==> src/rtl/div_seq_8b.sv <==
// -----------------------------------------------------------------------------
// div_seq_8b -- sequential unsigned restoring divider
//
// Purpose:
//   Divides an unsigned WIDTH-bit dividend by an unsigned WIDTH-bit divisor,
//   producing one quotient bit per clock (MSB first). A division accepted at
//   edge T reports its result with a one-cycle done pulse in cycle T+WIDTH+1.
//   Division by zero yields q = all-ones, r = a and raises dz.
//
// Optional feature (macro DIV_ZERO_FAST_EN):
//   When defined, a start with b == 0 skips the iterations entirely and
//   reports the divide-by-zero result in cycle T+1 (busy never asserts).
//   When undefined, b == 0 runs the full WIDTH iterations. The restoring
//   algorithm naturally produces the same result in that case.
//
// Ports:
//   clk   in   1      clock, all state changes on the rising edge
//   rst   in   1      synchronous active-high reset, priority over start
//   start in   1      request a new division (honoured only when idle)
//   a     in   WIDTH  dividend, sampled when start is accepted
//   b     in   WIDTH  divisor, sampled when start is accepted
//   busy  out  1      high while iterations are in progress
//   done  out  1      single-cycle pulse, q/r/dz valid from this cycle
//   q     out  WIDTH  quotient (held until the next result)
//   r     out  WIDTH  remainder (held until the next result)
//   dz    out  1      divide-by-zero flag for the last result
// -----------------------------------------------------------------------------
module div_seq_8b #(
    parameter int WIDTH = 8
) (
    input  logic             clk,
    input  logic             rst,
    input  logic             start,
    input  logic [WIDTH-1:0] a,
    input  logic [WIDTH-1:0] b,
    output logic             busy,
    output logic             done,
    output logic [WIDTH-1:0] q,
    output logic [WIDTH-1:0] r,
    output logic             dz
);

    localparam int CW = $clog2(WIDTH + 1);

    typedef enum logic [1:0] {
        IDLE = 2'b00,
        RUN  = 2'b01,
        DONE = 2'b10
    } state_t;

    state_t           state_r;
    state_t           next_state_s;

    // work_r starts as the dividend; each step shifts the next dividend bit
    // out of the top and the new quotient bit into the bottom, so after
    // WIDTH steps it holds the quotient.
    logic [WIDTH-1:0] work_r;
    logic [WIDTH-1:0] rem_r;
    logic [WIDTH-1:0] div_r;
    logic [CW-1:0]    cnt_r;

    logic             busy_r;
    logic             done_r;
    logic [WIDTH-1:0] q_r;
    logic [WIDTH-1:0] r_r;
    logic             dz_r;

    logic             accept_s;
    logic             fast_zero_s;
    logic             last_step_s;
    logic [WIDTH:0]   shift_s;
    logic             geq_s;
    logic [WIDTH-1:0] rem_next_s;
    logic [WIDTH-1:0] work_next_s;

    // Control decode: start acceptance, zero-divisor bypass, final iteration.
    always_comb begin
        accept_s    = 1'b0;
        last_step_s = 1'b0;
        if (state_r == IDLE) begin
            accept_s = start;
        end else begin
            accept_s = 1'b0;
        end
        if (state_r == RUN) begin
            last_step_s = (cnt_r == CW'(WIDTH - 1));
        end else begin
            last_step_s = 1'b0;
        end
`ifdef DIV_ZERO_FAST_EN
        fast_zero_s = accept_s && (b == {WIDTH{1'b0}});
`else
        fast_zero_s = 1'b0;
`endif
    end

    // One restoring step: the shifted partial remainder needs WIDTH+1 bits,
    // but after a conditional subtract it always fits back into WIDTH bits.
    always_comb begin
        shift_s     = {rem_r, work_r[WIDTH-1]};
        geq_s       = 1'b0;
        rem_next_s  = shift_s[WIDTH-1:0];
        if (shift_s >= {1'b0, div_r}) begin
            geq_s      = 1'b1;
            rem_next_s = shift_s[WIDTH-1:0] - div_r;
        end else begin
            geq_s      = 1'b0;
            rem_next_s = shift_s[WIDTH-1:0];
        end
        work_next_s = {work_r[WIDTH-2:0], geq_s};
    end

    // Next-state logic.
    always_comb begin
        next_state_s = state_r;
        case (state_r)
            IDLE: begin
                if (accept_s) begin
                    if (fast_zero_s) begin
                        next_state_s = DONE;
                    end else begin
                        next_state_s = RUN;
                    end
                end else begin
                    next_state_s = IDLE;
                end
            end
            RUN: begin
                if (last_step_s) begin
                    next_state_s = DONE;
                end else begin
                    next_state_s = RUN;
                end
            end
            DONE:    next_state_s = IDLE;
            default: next_state_s = IDLE;
        endcase
    end

    // State register.
    always_ff @(posedge clk) begin
        if (rst) begin
            state_r <= IDLE;
        end else begin
            state_r <= next_state_s;
        end
    end

    // Datapath, iteration counter and registered outputs. busy/done are
    // registered from the next state so they line up with the state itself.
    always_ff @(posedge clk) begin
        if (rst) begin
            work_r <= {WIDTH{1'b0}};
            rem_r  <= {WIDTH{1'b0}};
            div_r  <= {WIDTH{1'b0}};
            cnt_r  <= {CW{1'b0}};
            busy_r <= 1'b0;
            done_r <= 1'b0;
            q_r    <= {WIDTH{1'b0}};
            r_r    <= {WIDTH{1'b0}};
            dz_r   <= 1'b0;
        end else begin
            busy_r <= (next_state_s == RUN);
            done_r <= (next_state_s == DONE);
            case (state_r)
                IDLE: begin
                    if (accept_s) begin
                        work_r <= a;
                        div_r  <= b;
                        rem_r  <= {WIDTH{1'b0}};
                        cnt_r  <= {CW{1'b0}};
                        if (fast_zero_s) begin
                            q_r  <= {WIDTH{1'b1}};
                            r_r  <= a;
                            dz_r <= 1'b1;
                        end
                    end
                end
                RUN: begin
                    work_r <= work_next_s;
                    rem_r  <= rem_next_s;
                    cnt_r  <= cnt_r + CW'(1);
                    if (last_step_s) begin
                        q_r  <= work_next_s;
                        r_r  <= rem_next_s;
                        dz_r <= (div_r == {WIDTH{1'b0}});
                    end
                end
                default: begin
                    cnt_r <= cnt_r;
                end
            endcase
        end
    end

    assign busy = busy_r;
    assign done = done_r;
    assign q    = q_r;
    assign r    = r_r;
    assign dz   = dz_r;

endmodule
==> config.mk <==
export PLATFORM = sky130hd
export DESIGN_NAME = div_seq_8b
export DESIGN_NICKNAME = d
export VERILOG_FILES = /design/src/rtl/div_seq_8b.sv
export SDC_FILE = /design/constraint.sdc
export NUM_CORES = 1
export LEC_CHECK = 0
export CORE_MARGIN = 2
export CORE_UTILIZATION = 30
export CTS_CLUSTER_DIAMETER = 80
export DETAILED_ROUTE_END_ITERATION = 10
export DONT_BUFFER_PORTS = 1
export SYNTH_ARGS = -nofsm -noshare
export SYNTH_HDL_FRONTEND = slang
export SYNTH_SLANG_ARGS = --single-unit
==> constraint.sdc <==
create_clock -name clk -period 5.6 [get_ports clk]
set_clock_uncertainty 0.15 [all_clocks]
set_input_delay 0.84 -clock clk [delete_from_list [all_inputs] [get_ports clk]]
set_output_delay 0.84 -clock clk [all_outputs]
set_load 0.005 [all_outputs]
* Word-level counts from Yosys, hierarchy flattened
Cells that the tools add are included.
** Word-level totals
- Word-level logic and storage cells :: 37
- Register bits :: 49
- Output and inout bits :: 19
** Cells by class
- Magnitude comparators :: 1
- $add $sub $neg :: 2
- Eq/ne operators :: 5
- Reduce and logical (&&, ||, !) cells :: 6
- Multiplexer cells :: 13
** Operators by type and width (count)
- $pmux 8 s2 :: 2
- $mux 8 :: 3
- $ge 9x8->1 :: 1
- $logic_not 8->1 :: 1
- $pmux 4 s2 :: 1
- $sub 8x8->8 :: 1
- $reduce_and 2->1 :: 3
- $add 4x1->4 const B :: 1
- $eq 2x1->1 const B :: 2
- $eq 4x3->1 const B :: 1
- $mux 1 :: 4
- $mux 4 :: 1
- $pmux 2 s2 :: 1
- $eq 2x2->1 const B :: 1
- $logic_not 2->1 :: 1
- $mux 2 :: 1
- $ne 2x2->1 const B :: 1
- $reduce_bool 2->1 :: 1

* Longest topological paths before layout
- Depth in word-level cells :: 5
- Mapped depth :: 10
- Depth with buffers taken out :: 9

* Least setup slack after synthesis
OpenSTA, ideal clock, no wires.
- Path kind :: reg2reg
- Start :: register div_r[6]
- End :: register rem_r[2]
- Data arrival time :: 2.084 ns
- Data required time :: 5.333 ns
- Slack :: 3.249 ns
- Period minus slack after synthesis :: 2.351 ns
- Cell stages (with the launch flop) :: 10
- Cell sequence :: dfxtp_1 inv_1 ha_1 buf_6 a21o_1 and2_4 or3_1 buf_2 or3_1 a32o_1
** Between the ends
- Cells in the longest elaborated chain, start to end :: 3
** RTL lines
- from (decl) :: line 59 : logic [WIDTH-1:0] div_r;
- from (signal assigned) :: line 155 : div_r <= {WIDTH{1'b0}};
- $ge 9x8->1 :: line 103 : if (shift_s >= {1'b0, div_r}) begin
- $mux 8 :: line 103
- $pmux 8 s2 :: line 165 : case (state_r)
- to (signal assigned) :: line 154 : rem_r <= {WIDTH{1'b0}};
- to (signal assigned) :: line 170 : rem_r <= {WIDTH{1'b0}};
- to (signal assigned) :: line 181 : rem_r <= rem_next_s;
- to (decl) :: line 58 : logic [WIDTH-1:0] rem_r;
No other way between the ends.
A chain may end at the register's enable or synchronous reset.

* Worst setup path after layout
- Start :: register div_r[6]
- End :: register rem_r[4]
Same word-level chain as after synthesis.

==> key figures <==
Global routing
  • Global-route wire length before repair: 9604 µm
  • Initial antenna violation count: 0
  • Vias in the first global route: 1994
  • Largest net degree at the start of global routing: 50
  • Grt met3 use: 0.04389
  • Grt ovf: 0
  • M2 GR Usage: 0.2181
  • Gr usage total: 0.1350
  • Met1 Use GR: 0.1706
  • Grt peak-use layer: met2

Yosys
  • Post-Syn Nets: 337
  • Post-synth EDFFs: 0
  • Syn_area_per_cell: 8.047 µm²
  • Syn Inst Count: 308
  • FF+latch count, synth: 49
  • Netlist Area Pre-Place: 0.002479 mm²
  • Synth top area share: 0.3958
  • Post-synth ARST share: 0
  • Synth area leader: dfxtp_1
  • Synthesis warning total: 0
  • Ranking of synthesized cells by area: dfxtp_1, nand2_1, a21oi_1
  • Seq/Total Area, Yosys: 0.3958
  • Synth Flop Type: dfxtp_1
  • Post-synth cell types: 49

Floorplan
  • Die height: 94.90 µm
  • Die W: 94.90 µm
  • Row cnt: 33
  • Starting Density: 0.3063
  • I/O pins: 38
  • Die ar.: 0.009005 mm²
  • Core area: 0.008093 mm²

Setup path
  • Crit end category: flop
  • Data required time at the worst endpoint: 5.65 ns
  • Setup crit start kind: flop
  • Crit path DAT: 2.69 ns
  • Class of the most critical setup path: reg -> reg
  • Critical path peak fanout: 18

Layout
  • Antenna Cells: 0
  • Syn-to-layout area delta: 6.209%
  • Final instance area: 0.002633 mm²
  • Share of layout cells above drive strength 1: 0.06419
  • Layout net count: 324

STA
  • Fin crit period: 2.640 ns
  • FMAX: 378.8 MHz
  • Slew @ Worst Pin: 0.9379 ns
  • Final Hold Vio Count: 0
  • Final Max Tran Viols: 0
  • Setup TNS: 0 ns
  • Rel. slew slack: 0.3734
  • Period utilisation layout: 0.4714
  • Setup-failing EPs final: 0
  • RSZ-0062 raised after global routing: false
  • Hold WS: 0.3185 ns

Job
  • Max-cap viol count: 0

Clocking
  • Clk buf depth: 2
  • CTS Hold Buffers Added: 0
  • CTS Buf Count: 5
  • Clk_lat worst skew: 0.31 ns
  • Htree depth: 2
  • CTS-repair resized insts: 0
  • Clk sink count: 49
  • Post-CTS Setup Bufs: 0
  • CTS clk-pin slew, worst paths: 0.10 ns
  • CTS root buffer: clkbuf_8
  • CTS tree: built

Route
  • Initial DRC count: 126
  • DRT Pass-1 Iters: 4
  • Wire length per cell: 14.76 µm
  • WL final: 5919 µm
  • Via/cell ratio: 5.282
  • Routed via count: 2118
  • Residual DRC count: 0
  • Final ANT Viol Nets: 0

Placement
  • Port buffer count: 0
  • HPWL after detailed placement: 4212 µm
  • Placed inst area: 0.002520 mm²
  • Global placement routability congestion: 0.8465

Power
  • Pwr Density: 383.2 mW/mm²
  • Cell leakage power: 0.9433 nW
  • VDD IR max: 0.0001369 V

Worst hold path
  • Worst Hold Class: reg -> reg

Outcome
  • Status: finished clean
==> power breakdown <==
part           switching, W  total [W]  internal [W]
combinational      0.000225   0.000353      0.000129
clock              0.000127   0.000261      0.000134
sequential        0.0000240   0.000395      0.000371
total              0.000375    0.00101      0.000633
==> final cells by class <==
type	count	area, µm²
inverters	11	41.29
clock inverters	3	43.79
fillers	903	5460
repair buffers	1	7.507
well taps	105	131.4
clock buffers	5	68.82
flip-flops and latches	49	980.9
multi-input cells	227	1359
==> worst paths after layout <==
kind         slack, ns  startpoint  cells after the start       end
max               2.96    div_r[6]                      7  rem_r[4]
min               0.32        q[6]                      2      q[6]
max reg2reg       2.96    div_r[6]                      7  rem_r[4]
min reg2reg       0.32        q[6]                      2      q[6]
==> kinds of logic (layout without fill, tap and decap cells) <==
| group | Yosys count | after routing | synth area share |
|---|---|---|---|
| multiplexers | 1 | 1 | 0.004543 |
| AND/OR/NAND/NOR | 124 | 124 | 0.2272 |
| XOR/XNOR | 3 | 3 | 0.01060 |
| buffers and inverters | 32 | 20 | 0.05603 |
| adder cells (fa/ha/maj) | 10 | 10 | 0.05351 |
| AO/OA/AOI/OAI | 89 | 89 | 0.2524 |
| flip-flops | 49 | 49 | 0.3958 |
==> Yosys cell counts, types with 3 or more instances <==
master	number
nor2_1	27
a21oi_1	23
buf_2	3
nor3_1	6
nand3_1	6
o21ai_0	10
nor2b_1	3
o31ai_1	3
nor4_1	4
ha_1	9
o21bai_1	4
inv_1	11
a31oi_1	4
o22ai_1	3
a211oi_1	8
or3_1	4
o211ai_1	6
clkbuf_1	16
xnor2_1	3
a311oi_1	8
a32o_1	3
dfxtp_1	49
nand2_1	58
or2_2	3
nand3b_1	5
==> state kept, by name (all words and copies together), names as in the netlist <==
signal / cells
dz: 1
busy: 1
r: 8
state_r: 2
rem_r: 8
work_r: 8
cnt_r: 4
q: 8
div_r: 8
done: 1
==> cell usage in the layout (no fill, tap or decap), types with 2 or more instances in the layout <==
master	count
a211oi_1	8
a21oi_1	23
a22oi_1	2
a311oi_1	8
a31oi_1	4
a32o_1	3
and2_1	2
clkbuf_8	5
dfxtp_1	49
ha_1	9
inv_1	11
nand2_1	58
nand2b_1	2
nand3_1	6
nand3b_1	5
nor2_1	27
nor2b_1	3
nor3_1	6
nor4_1	4
o211ai_1	6
o21ai_0	10
o21ai_1	2
o21bai_1	4
o22ai_1	3
o31ai_1	3
or2_2	3
or3_1	4
xnor2_1	3
==> metrics by stage <==
stage | instances | total power, W | setup slack (ns) | utilization
CTS | 401 | 0.001010 | 2.974 | 0.3253
floorplan | 308 | 0.0006997 | 3.249 | -
finish | 401 | 0.001009 | 2.960 | 0.3253
global route | 401 | 0.001068 | 2.853 | 0.3253
global placement | 393 | 0.0007455 | 3.064 | 0.3114
detailed placement | 393 | 0.0007510 | 3.000 | 0.3114
==> routing by layer <==
| metal | vias to the layer above | part of all wire |
|---|---|---|
| met4 | 0 | 0.017 |
| met3 | 8 | 0.072 |
| met1 | 985 | 0.46 |
| met5 | - | 0 |
| met2 | 53 | 0.45 |
| li1 | 1072 | - |
==> worst max-delay path, stage by stage, from the launching register on <==
cell	delay, ns
dfxtp_1	0.36
inv_1	0.05
ha_1	0.36
a21o_1	0.25
and2_4	0.17
or3_1	0.54
or3_1	0.39
a32o_1	0.25
(Power assumes the default switching activity.)
